$ cat config.mk
export PLATFORM = sky130hd
export DESIGN_NAME = instr_fetch_unit_flat
export DESIGN_NICKNAME = d
export VERILOG_FILES = /design/src/rtl/riscv_pkg.sv /design/src/rtl/instr_fetch_unit_if.sv /design/src/rtl/if_id_reg.sv /design/src/rtl/instr_fetch_unit.sv /design/src/flat_wrapper.sv
export SDC_FILE = /design/constraint.sdc
export NUM_CORES = 1
export LEC_CHECK = 0
export ABC_AREA = 1
export BUFFER_PORTS_ARGS = -buffer_cell sky130_fd_sc_hd__clkbuf_2
export CORE_MARGIN = 4
export CORE_UTILIZATION = 35
export DETAILED_ROUTE_END_ITERATION = 7
export PLACE_DENSITY_LB_ADDON = 0.3
export SLEW_MARGIN = 20
export SYNTH_ARGS = -nofsm -noshare
export SYNTH_HDL_FRONTEND = slang
export SYNTH_SLANG_ARGS = --single-unit
$ cat constraint.sdc
create_clock -name clk -period 1.85 [get_ports clk]
set_clock_uncertainty 0.1 [all_clocks]
set_input_delay 0.37 -clock clk [delete_from_list [all_inputs] [get_ports clk]]
set_output_delay 0.37 -clock clk [all_outputs]
set_load 0.005 [all_outputs]
$ cat src/rtl/riscv_pkg.sv
// Shared definitions for the fetch stage and the decode path (decoder and
// immediate generator both read the ImmSel encoding from here).
package riscv_pkg;

  typedef enum logic [1:0] {
    S_REQ  = 2'd0,
    S_WAIT = 2'd1,
    S_DROP = 2'd2
  } fetch_state_e;

  typedef enum logic [2:0] {
    IMM_I = 3'b000,
    IMM_S = 3'b001,
    IMM_B = 3'b010,
    IMM_U = 3'b011,
    IMM_J = 3'b100
  } imm_sel_e;

  localparam logic [31:0] NOP_INSTR        = 32'h0000_0013;
  localparam logic [31:0] DEFAULT_RESET_PC = 32'h0000_0000;

  // Sequential word address; 32-bit modulo so 0xFFFF_FFFC wraps to 0.
  function automatic logic [31:0] pc_inc(input logic [31:0] pc);
    return pc + 32'd4;
  endfunction

endpackage

$ cat src/rtl/instr_fetch_unit_if.sv
// Fetch-stage bus bundle: imem request/response, redirect from execute,
// and the IF/ID handshake toward decode.
interface instr_fetch_unit_if;
  import riscv_pkg::*;

  logic        imem_req_valid;
  logic        imem_req_ready;
  logic [31:0] imem_addr;
  logic        imem_rsp_valid;
  logic [31:0] imem_rsp_data;
  logic        redirect_valid;
  logic [31:0] redirect_pc;
  logic        id_valid;
  logic        id_ready;
  logic [31:0] id_instr;
  logic [31:0] id_pc;
  logic [31:0] id_pc_plus4;

  // Fetch unit side.
  modport master (
    output imem_req_valid, imem_addr,
    input  imem_req_ready, imem_rsp_valid, imem_rsp_data,
    input  redirect_valid, redirect_pc,
    output id_valid, id_instr, id_pc, id_pc_plus4,
    input  id_ready
  );

  // Environment side: memory, execute and decode.
  modport slave (
    input  imem_req_valid, imem_addr,
    output imem_req_ready, imem_rsp_valid, imem_rsp_data,
    output redirect_valid, redirect_pc,
    input  id_valid, id_instr, id_pc, id_pc_plus4,
    output id_ready
  );

endinterface

$ cat src/rtl/if_id_reg.sv
// IF/ID pipeline register: load from fetch, flush on redirect, cleared
// when decode takes the entry.
module if_id_reg
  import riscv_pkg::*;
#(
  parameter logic [31:0] RESET_PC = DEFAULT_RESET_PC
) (
  input  logic        clk,
  input  logic        rst,
  input  logic        load,
  input  logic        flush,
  input  logic [31:0] instr_in,
  input  logic [31:0] pc_in,
  input  logic [31:0] pc_plus4_in,
  input  logic        ready,
  output logic        valid,
  output logic [31:0] instr,
  output logic [31:0] pc,
  output logic [31:0] pc_plus4
);

  // Flush wins over load; payload is left untouched unless loaded so it
  // stays stable while decode stalls.
  always_ff @(posedge clk) begin
    if (rst) begin
      valid    <= 1'b0;
      instr    <= NOP_INSTR;
      pc       <= RESET_PC;
      pc_plus4 <= pc_inc(RESET_PC);
    end else if (flush) begin
      valid <= 1'b0;
    end else if (load) begin
      valid    <= 1'b1;
      instr    <= instr_in;
      pc       <= pc_in;
      pc_plus4 <= pc_plus4_in;
    end else if (valid && ready) begin
      valid <= 1'b0;
    end
  end

endmodule

$ cat src/rtl/instr_fetch_unit.sv
// Instruction fetch: PC, single-outstanding imem request FSM, and the
// IF/ID register. Redirects flush the output and drop any in-flight word.
module instr_fetch_unit
  import riscv_pkg::*;
#(
  parameter logic [31:0] RESET_PC = DEFAULT_RESET_PC
) (
  input  logic                  clk,
  input  logic                  rst,
  instr_fetch_unit_if.master    bus
);

  fetch_state_e state, state_nxt;
  logic [31:0]  pc, pc_nxt, pc_plus4;
  logic         req_fire, load, flush, outstanding;

  assign pc_plus4           = pc_inc(pc);
  assign bus.imem_addr      = pc;
  // Never fetch while IF/ID is occupied: no skid buffer needed.
  assign bus.imem_req_valid = (state == S_REQ) && !bus.id_valid;
  assign req_fire           = bus.imem_req_valid && bus.imem_req_ready;

  // A request is still owed a response after this cycle; reset must then
  // park in S_DROP so the stale word is swallowed.
  assign outstanding = (state == S_REQ  && req_fire) ||
                       (state == S_WAIT && !bus.imem_rsp_valid) ||
                       (state == S_DROP && !bus.imem_rsp_valid);

  // Next-state, PC update and IF/ID load/flush; redirect beats the normal flow.
  always_comb begin
    state_nxt = state;
    pc_nxt    = pc;
    load      = 1'b0;
    flush     = 1'b0;
    if (bus.redirect_valid) begin
      flush  = 1'b1;
      pc_nxt = bus.redirect_pc & ~32'h3;
      unique case (state)
        S_REQ:   state_nxt = req_fire ? S_DROP : S_REQ;
        S_WAIT,
        S_DROP:  state_nxt = bus.imem_rsp_valid ? S_REQ : S_DROP;
        default: state_nxt = S_REQ;
      endcase
    end else begin
      unique case (state)
        S_REQ:   if (req_fire) state_nxt = S_WAIT;
        S_WAIT:  if (bus.imem_rsp_valid) begin
                   load      = 1'b1;
                   pc_nxt    = pc_plus4;
                   state_nxt = S_REQ;
                 end
        S_DROP:  if (bus.imem_rsp_valid) state_nxt = S_REQ;
        default: state_nxt = S_REQ;
      endcase
    end
  end

  // PC and FSM state registers.
  always_ff @(posedge clk) begin
    if (rst) begin
      pc    <= RESET_PC;
      state <= outstanding ? S_DROP : S_REQ;
    end else begin
      pc    <= pc_nxt;
      state <= state_nxt;
    end
  end

  if_id_reg #(.RESET_PC(RESET_PC)) u_if_id (
    .clk         (clk),
    .rst         (rst),
    .load        (load),
    .flush       (flush),
    .instr_in    (bus.imem_rsp_data),
    .pc_in       (pc),
    .pc_plus4_in (pc_plus4),
    .ready       (bus.id_ready),
    .valid       (bus.id_valid),
    .instr       (bus.id_instr),
    .pc          (bus.id_pc),
    .pc_plus4    (bus.id_pc_plus4)
  );

endmodule
$ cat src/flat_wrapper.sv
// flat-port wrapper written by rule: the top's interface ports become plain ports
module instr_fetch_unit_flat import riscv_pkg::*;
#(
  parameter logic [31:0] RESET_PC = DEFAULT_RESET_PC
)
  (clk, rst, bus_imem_req_valid, bus_imem_addr, bus_imem_req_ready, bus_imem_rsp_valid, bus_imem_rsp_data, bus_redirect_valid, bus_redirect_pc, bus_id_valid, bus_id_instr, bus_id_pc, bus_id_pc_plus4, bus_id_ready);
  instr_fetch_unit_if bus_i ();
  input  logic clk;
  input  logic rst;
  output wire logic [$bits(bus_i.imem_req_valid)-1:0] bus_imem_req_valid;
  output wire logic [$bits(bus_i.imem_addr)-1:0] bus_imem_addr;
  input wire logic [$bits(bus_i.imem_req_ready)-1:0] bus_imem_req_ready;
  input wire logic [$bits(bus_i.imem_rsp_valid)-1:0] bus_imem_rsp_valid;
  input wire logic [$bits(bus_i.imem_rsp_data)-1:0] bus_imem_rsp_data;
  input wire logic [$bits(bus_i.redirect_valid)-1:0] bus_redirect_valid;
  input wire logic [$bits(bus_i.redirect_pc)-1:0] bus_redirect_pc;
  output wire logic [$bits(bus_i.id_valid)-1:0] bus_id_valid;
  output wire logic [$bits(bus_i.id_instr)-1:0] bus_id_instr;
  output wire logic [$bits(bus_i.id_pc)-1:0] bus_id_pc;
  output wire logic [$bits(bus_i.id_pc_plus4)-1:0] bus_id_pc_plus4;
  input wire logic [$bits(bus_i.id_ready)-1:0] bus_id_ready;
  assign bus_imem_req_valid = bus_i.imem_req_valid;
  assign bus_imem_addr = bus_i.imem_addr;
  assign bus_i.imem_req_ready = bus_imem_req_ready;
  assign bus_i.imem_rsp_valid = bus_imem_rsp_valid;
  assign bus_i.imem_rsp_data = bus_imem_rsp_data;
  assign bus_i.redirect_valid = bus_redirect_valid;
  assign bus_i.redirect_pc = bus_redirect_pc;
  assign bus_id_valid = bus_i.id_valid;
  assign bus_id_instr = bus_i.id_instr;
  assign bus_id_pc = bus_i.id_pc;
  assign bus_id_pc_plus4 = bus_i.id_pc_plus4;
  assign bus_i.id_ready = bus_id_ready;
  instr_fetch_unit #(.RESET_PC(RESET_PC)) u_core (.clk(clk), .rst(rst), .bus(bus_i));
endmodule
Word level (Yosys, flattened, before mapping)
Cells that the tools add are included.
- add/sub/neg operators: 1
- $mul: 0
- div/mod/pow operators: 0
- $lt $le $gt $ge: 0
- equal/unequal tests: 4
- shifts and indexed selects: 0
- muxes and demuxes: 18
- bitwise gates (word level): 1
- reduce and logical (&&, ||, !) cells: 21
- operators by type and width (cell ; count):
    32-bit 2-to-1 mux ; 3
    32-bit by 3-bit adder with 32-bit output (second input constant) ; 1
    2-bit 2-to-1 mux ; 7
    2-bit one-hot mux with 2 select lines ; 2
    2-bit AND reduction ; 4
    1-bit logical AND ; 6
    1-bit 2-to-1 mux ; 6
    2-bit nonzero test ; 3
    2-bit OR reduction ; 3
    4-bit by 1-bit != test with 1-bit output (second input constant) ; 1
    4-bit by 3-bit != test with 1-bit output (second input constant) ; 1
    2-bit by 1-bit == test with 1-bit output (second input constant) ; 1
    2-bit == test (second input constant) ; 1
    1-bit logical NOT ; 2
    2-bit logical NOT ; 1
    1-bit logical OR ; 2
    1-bit inverter ; 1
- bits in registers: 131
- bits in latches: 0
- bits in writable memories: 0
- memory bits (read-only): 0
- memories kept: 0

Depth between registers and ports, before layout
- depth in word-level cells: 8
- gate-level depth with buffers: 10
- mapped depth without buffers: 9

Cells and area by module
From an unflattened synthesis, not the netlist that was laid out.
- cells, all modules: 1000
- area total of the unflattened synthesis: 6513.7 um^2
- by module, submodules not included (module ; times used ; cells an instance ; area an instance (um^2) ; seq. area each (um^2)):
    if_id_reg ; 1 ; 619 ; 4129.0 ; 1941.9
    instr_fetch_unit ; 1 ; 381 ; 2384.8 ; 660.6

Worst setup path after synthesis
Ideal clock, no wire load.
- path type: flip-flop to flip-flop
- start point: register u_core.state[1]
- end point: register u_core.u_if_id.instr[26]
- library setup time: 0.116 ns
- data arrival time: 1.391 ns
- path slack: 0.243 ns
- cell stages (with the launch flop): 10
- clock period less this slack: 1.607 ns
- cells stage by stage: edfxtp_1 -> inv_1 -> ha_1 -> nand2_1 -> nor2_1 -> inv_1 -> buf_2 -> buf_1 -> nor2_1 -> nor2_1
- cells in the longest elaborated chain, start to end: 4
- RTL lines (what ; RTL line ; text):
    start: declaration ; instr_fetch_unit.sv:13 ; fetch_state_e state, state_nxt;
    start signal: assignment ; instr_fetch_unit.sv:62 ; state <= outstanding ? S_DROP : S_REQ;
    start signal: assignment ; instr_fetch_unit.sv:65 ; state <= state_nxt;
    2-bit by 1-bit == test with 1-bit output ; instr_fetch_unit.sv:45 ; unique case (state)
    1-bit 2-to-1 mux ; instr_fetch_unit.sv:45 ;
    1-bit 2-to-1 mux ; instr_fetch_unit.sv:35 ; if (bus.redirect_valid) begin
    2-bit AND reduction (no source line) ; -- ;
    end signal: assignment ; if_id_reg.sv:34 ; instr <= instr_in;
    end: declaration ; if_id_reg.sv:17 ; output logic [31:0] instr,
No other way between the ends.
A chain may end at the register's enable or synchronous reset.

Final worst setup path
- start point: register u_core.state[1]
- end point: output port bus_imem_req_valid
- cells in the longest elaborated chain, start to end: 2
- RTL lines (what ; RTL line ; text):
    2-bit logical NOT ; instr_fetch_unit.sv:20 ; assign bus.imem_req_valid = (state == S_REQ) && !bus.id_valid;
    1-bit logical AND ; instr_fetch_unit.sv:20 ;
    end: declaration ; flat_wrapper.sv:10 ; output wire logic [$bits(bus_i.imem_req_valid)-1:0] bus_imem_req_valid;
No other way between the ends.

==> key figures <==
Power and ir drop
  • VDD IR max: 0.627 mV
  • Leakage dissipation: approximately 3.5 nW
  • Total power draw: around 0.008 W
  • Pwr Density: about 1000 mW/mm²

Timing
  • Slew @ Worst Pin: about 0.65 ns
  • RSZ-0062 raised after global routing: yes
  • Min Tclk post-route: 1.80 ns
  • Setup ws final: around 0.045 ns
  • Period utilization: approximately 98%
  • Setup TNS: 0 ns
  • Slew Viols, Final: 0
  • Fmax: between 0.5 and 0.6 GHz
  • Worst slew margin: a little under three fifths
  • Finish-stage setup viols: 0
  • Final hold violation count: 0

Place
  • Placed Area: between 0.006 and 0.007 mm²
  • Dpl ws: about 0.043 ns
  • Final Wtd Congestion: 0.821
  • DPL Wire Length: 11800 µm
  • I/O Buffers: ~190

Floorplanning
  • Die Ht: ~130 µm
  • Num rows: between 40 and 50
  • Die W: between 100 and 150 µm
  • Die Area: about 0.017 mm²
  • Core ar.: between 0.015 and 0.02 mm²
  • Top Ports: 200
  • Starting Density: 35.5%

Synth
  • Simple-gate share of the synthesized area: 25.9%
  • Syn Std Cell Area: 0.00537 mm²
  • Largest area contributor in the netlist: dfxtp_1
  • Avg Inst Size Synth: around 7 µm²
  • Synth Area in XOR/XNOR: less than 1%
  • Ys async rst share: 0%
  • Most used DFF post-synth: dfxtp_1
  • Yosys warnings: 0
  • Yosys reg bits: approximately 130
  • Number of flops mapped to enable cells by yosys: 2
  • Post-synthesis cell count: roughly 750
  • Main combinational cell family by area after synthesis: simple AND/OR/NAND/NOR gates
  • Multiplexer share of the synthesized area: 0%
  • Count leader, synth: nand2_1
  • Area share of fa/ha/maj cells after synthesis: under 10%
  • Synth Area in Compound Gates: around 17%
  • Main area contributors after synthesis: dfxtp_1 46%, nand2_1 12%, o21ai_0 8.3%, nor2_1 7.3%, a21oi_1 7.1%
  • Synth unique cells: 29
  • Register area share after synthesis: 47.0%
  • Yosys top cell area share: between 40% and 50%
  • Top cells by count, synth: 166 x nand2_1, 123 x dfxtp_1, 105 x nor2_1

Clock tree
  • Post-CTS Hold Fix Bufs: 0
  • CTS tree: yes
  • Number of CTS-inserted buffers: 17
  • Clk_lat worst skew: between 0.4 and 0.5 ns
  • Clock-pin transition on the worst setup and hold timing paths: approximately 0.06 ns
  • CTS H-tree lvls: 4
  • Clock tree buffer depth: 2
  • Clock Root Buffer: clkbuf_16
  • CTS Sinks: between 100 and 150

GRT
  • Antenna violations before repair: 1
  • Vias in the first global route: approximately 5200
  • Tot GR Track Use: roughly a fifth
  • Largest net degree at the start of global routing: 71
  • Global route overflow: 0
  • First-pass GRT wire length: 26500 µm

Critical path
  • Setup crit start: u_core.state[1]
  • Worst setup EP type: output pin
  • Worst path most repeated cell: inv_2
  • Critical Path, Cell by Cell: inv_2, ha_4, inv_2, nor2_2, buf_2
  • Critical setup path kind: flip-flop to output pin
  • Worst R2R Start: u_core.state[0]
  • Crit-path slowest cell: edfxtp_1
  • CP top delay family: flip-flops
  • CP required: 1.38 ns
  • Worst path arrival time: between 1 and 1.5 ns
  • Crit-path max FO: 2
  • Buf+Inv Stages, Crit Path: 3
  • CP Launch Type: flip-flop
  • Max incr delay on CP: 0.42 ns

Layout
  • # diodes: 0
  • Design area: ~0.0075 mm²
  • Share of cells above drive strength 1: 29.7%
  • Final Util: about half
  • FILL cells: around 1500
  • Syn-to-layout area delta: 39.0%
  • Layout Nets: just over 1000

Flow run
  • Max Cap Viol: 0

Routing
  • DRT Pass-1 Iters: 5
  • DR vias: around 5500
  • Final WL: 17500 µm
  • Drt wl/cell: 15.1 µm
  • DR iter-0 viols: 314
  • Vias per inst: around 4.8
  • DRT antenna net count: 0
  • DRC Markers: 0

Run status
  • Status: completed

Worst hold path
  • Hold Path Class: input port to flip-flop
  • Min-delay src: bus_imem_rsp_data[4]
worst reg2reg max path, delay by kind of cell (launching register included):
kind / cells / cell delay (ns)
flops: 1 / 0.41
simple gates: 2 / 0.17
buf+inv: 4 / 0.64
fa+ha+maj: 1 / 0.16
compound gates: 1 / 0.21
stage by stage:
step | cells | hold WS [ns]
CTS | 1142 | 0.0449
floorplan | 756 | 0.353
finish | 1154 | 0.0591
global route | 1154 | 0.0589
global placement | 1107 | 0.342
detailed placement | 1107 | 0.343
flip-flops by register name, indices dropped and copies added, names as in the netlist:
| name | count |
|---|---|
| u_core.bus.imem_addr | 30 |
| u_core.u_if_id.instr | 32 |
| u_core.u_if_id.pc | 30 |
| u_core.u_if_id.pc_plus4 | 30 |
| u_core.u_if_id.valid | 1 |
| u_core.state | 2 |
worst paths after layout:
check / to / slack [ns] / depth (start not counted)
worst min-delay path: u_core.u_if_id.instr[4] / 0.06 / 3
worst min register to register: u_core.u_if_id.instr[4] / 0.35 / 2
worst max register to register: u_core.u_if_id.pc[2] / 0.06 / 8
worst max-delay path: bus_imem_req_valid / 0.05 / 5
cells by family after synthesis:
kind of cell,after synthesis
AOI/OAI and AO/OA,178
adders and majority gates,5
and+or+nand+nor,331
other,1
xor gates and xnor gates,2
buffers and inverters,109
DFF,125
final cells by class:
type                    count  area, µm²  share of cell area [%]
well taps                 188        235                    3.15
repair buffers            224       1360                    18.2
inverters                  63        244                    3.27
multi-input cells         522       2470                    33.1
flip-flops and latches    125       2520                    33.8
clock buffers              25        537                    7.19
clock inverters             7       98.8                    1.32
layer usage:
layer  part of all wire [%]  track usage, %  wire [µm]
met1                     44            22.9       7720
met2                     47            30.8       8180
met3                    7.6            7.06       1330
met4                    1.3            6.30        232
met5                  0.074               0         13
where the power goes:
| group | switching (W) | internal, W | leakage, nW |
|---|---|---|---|
| clock network | 0.00126 | 0.00228 | 0.299 |
| registers | 0.000140 | 0.00291 | 1.02 |
| logic | 0.000664 | 0.000542 | 2.15 |
cells in the final DEF (no fill, tap or decap), types with 4 or more instances in the layout:
| cell | count |
|---|---|
| dfxtp_1 | 121 |
| a31oi_1 | 10 |
| clkbuf_2 | 190 |
| clkbuf_8 | 6 |
| nand3_1 | 39 |
| nor2_1 | 103 |
| a21oi_1 | 75 |
| nor2_4 | 8 |
| o21ai_0 | 72 |
| clkinvlp_4 | 4 |
| conb_1 | 6 |
| o21ai_1 | 17 |
| inv_1 | 58 |
| nand2_1 | 164 |
| nor2_2 | 5 |
| buf_4 | 21 |
| buf_12 | 6 |
| clkbuf_16 | 22 |
timing repair:
item	4_1_cts	5_1_grt
setup buffers	3	7
gates cloned	0	5
resized for setup	2	36
pin swaps	0	6
endpoints found under the setup margin	1	81
Note: power is estimated with default switching activity, not from simulation.
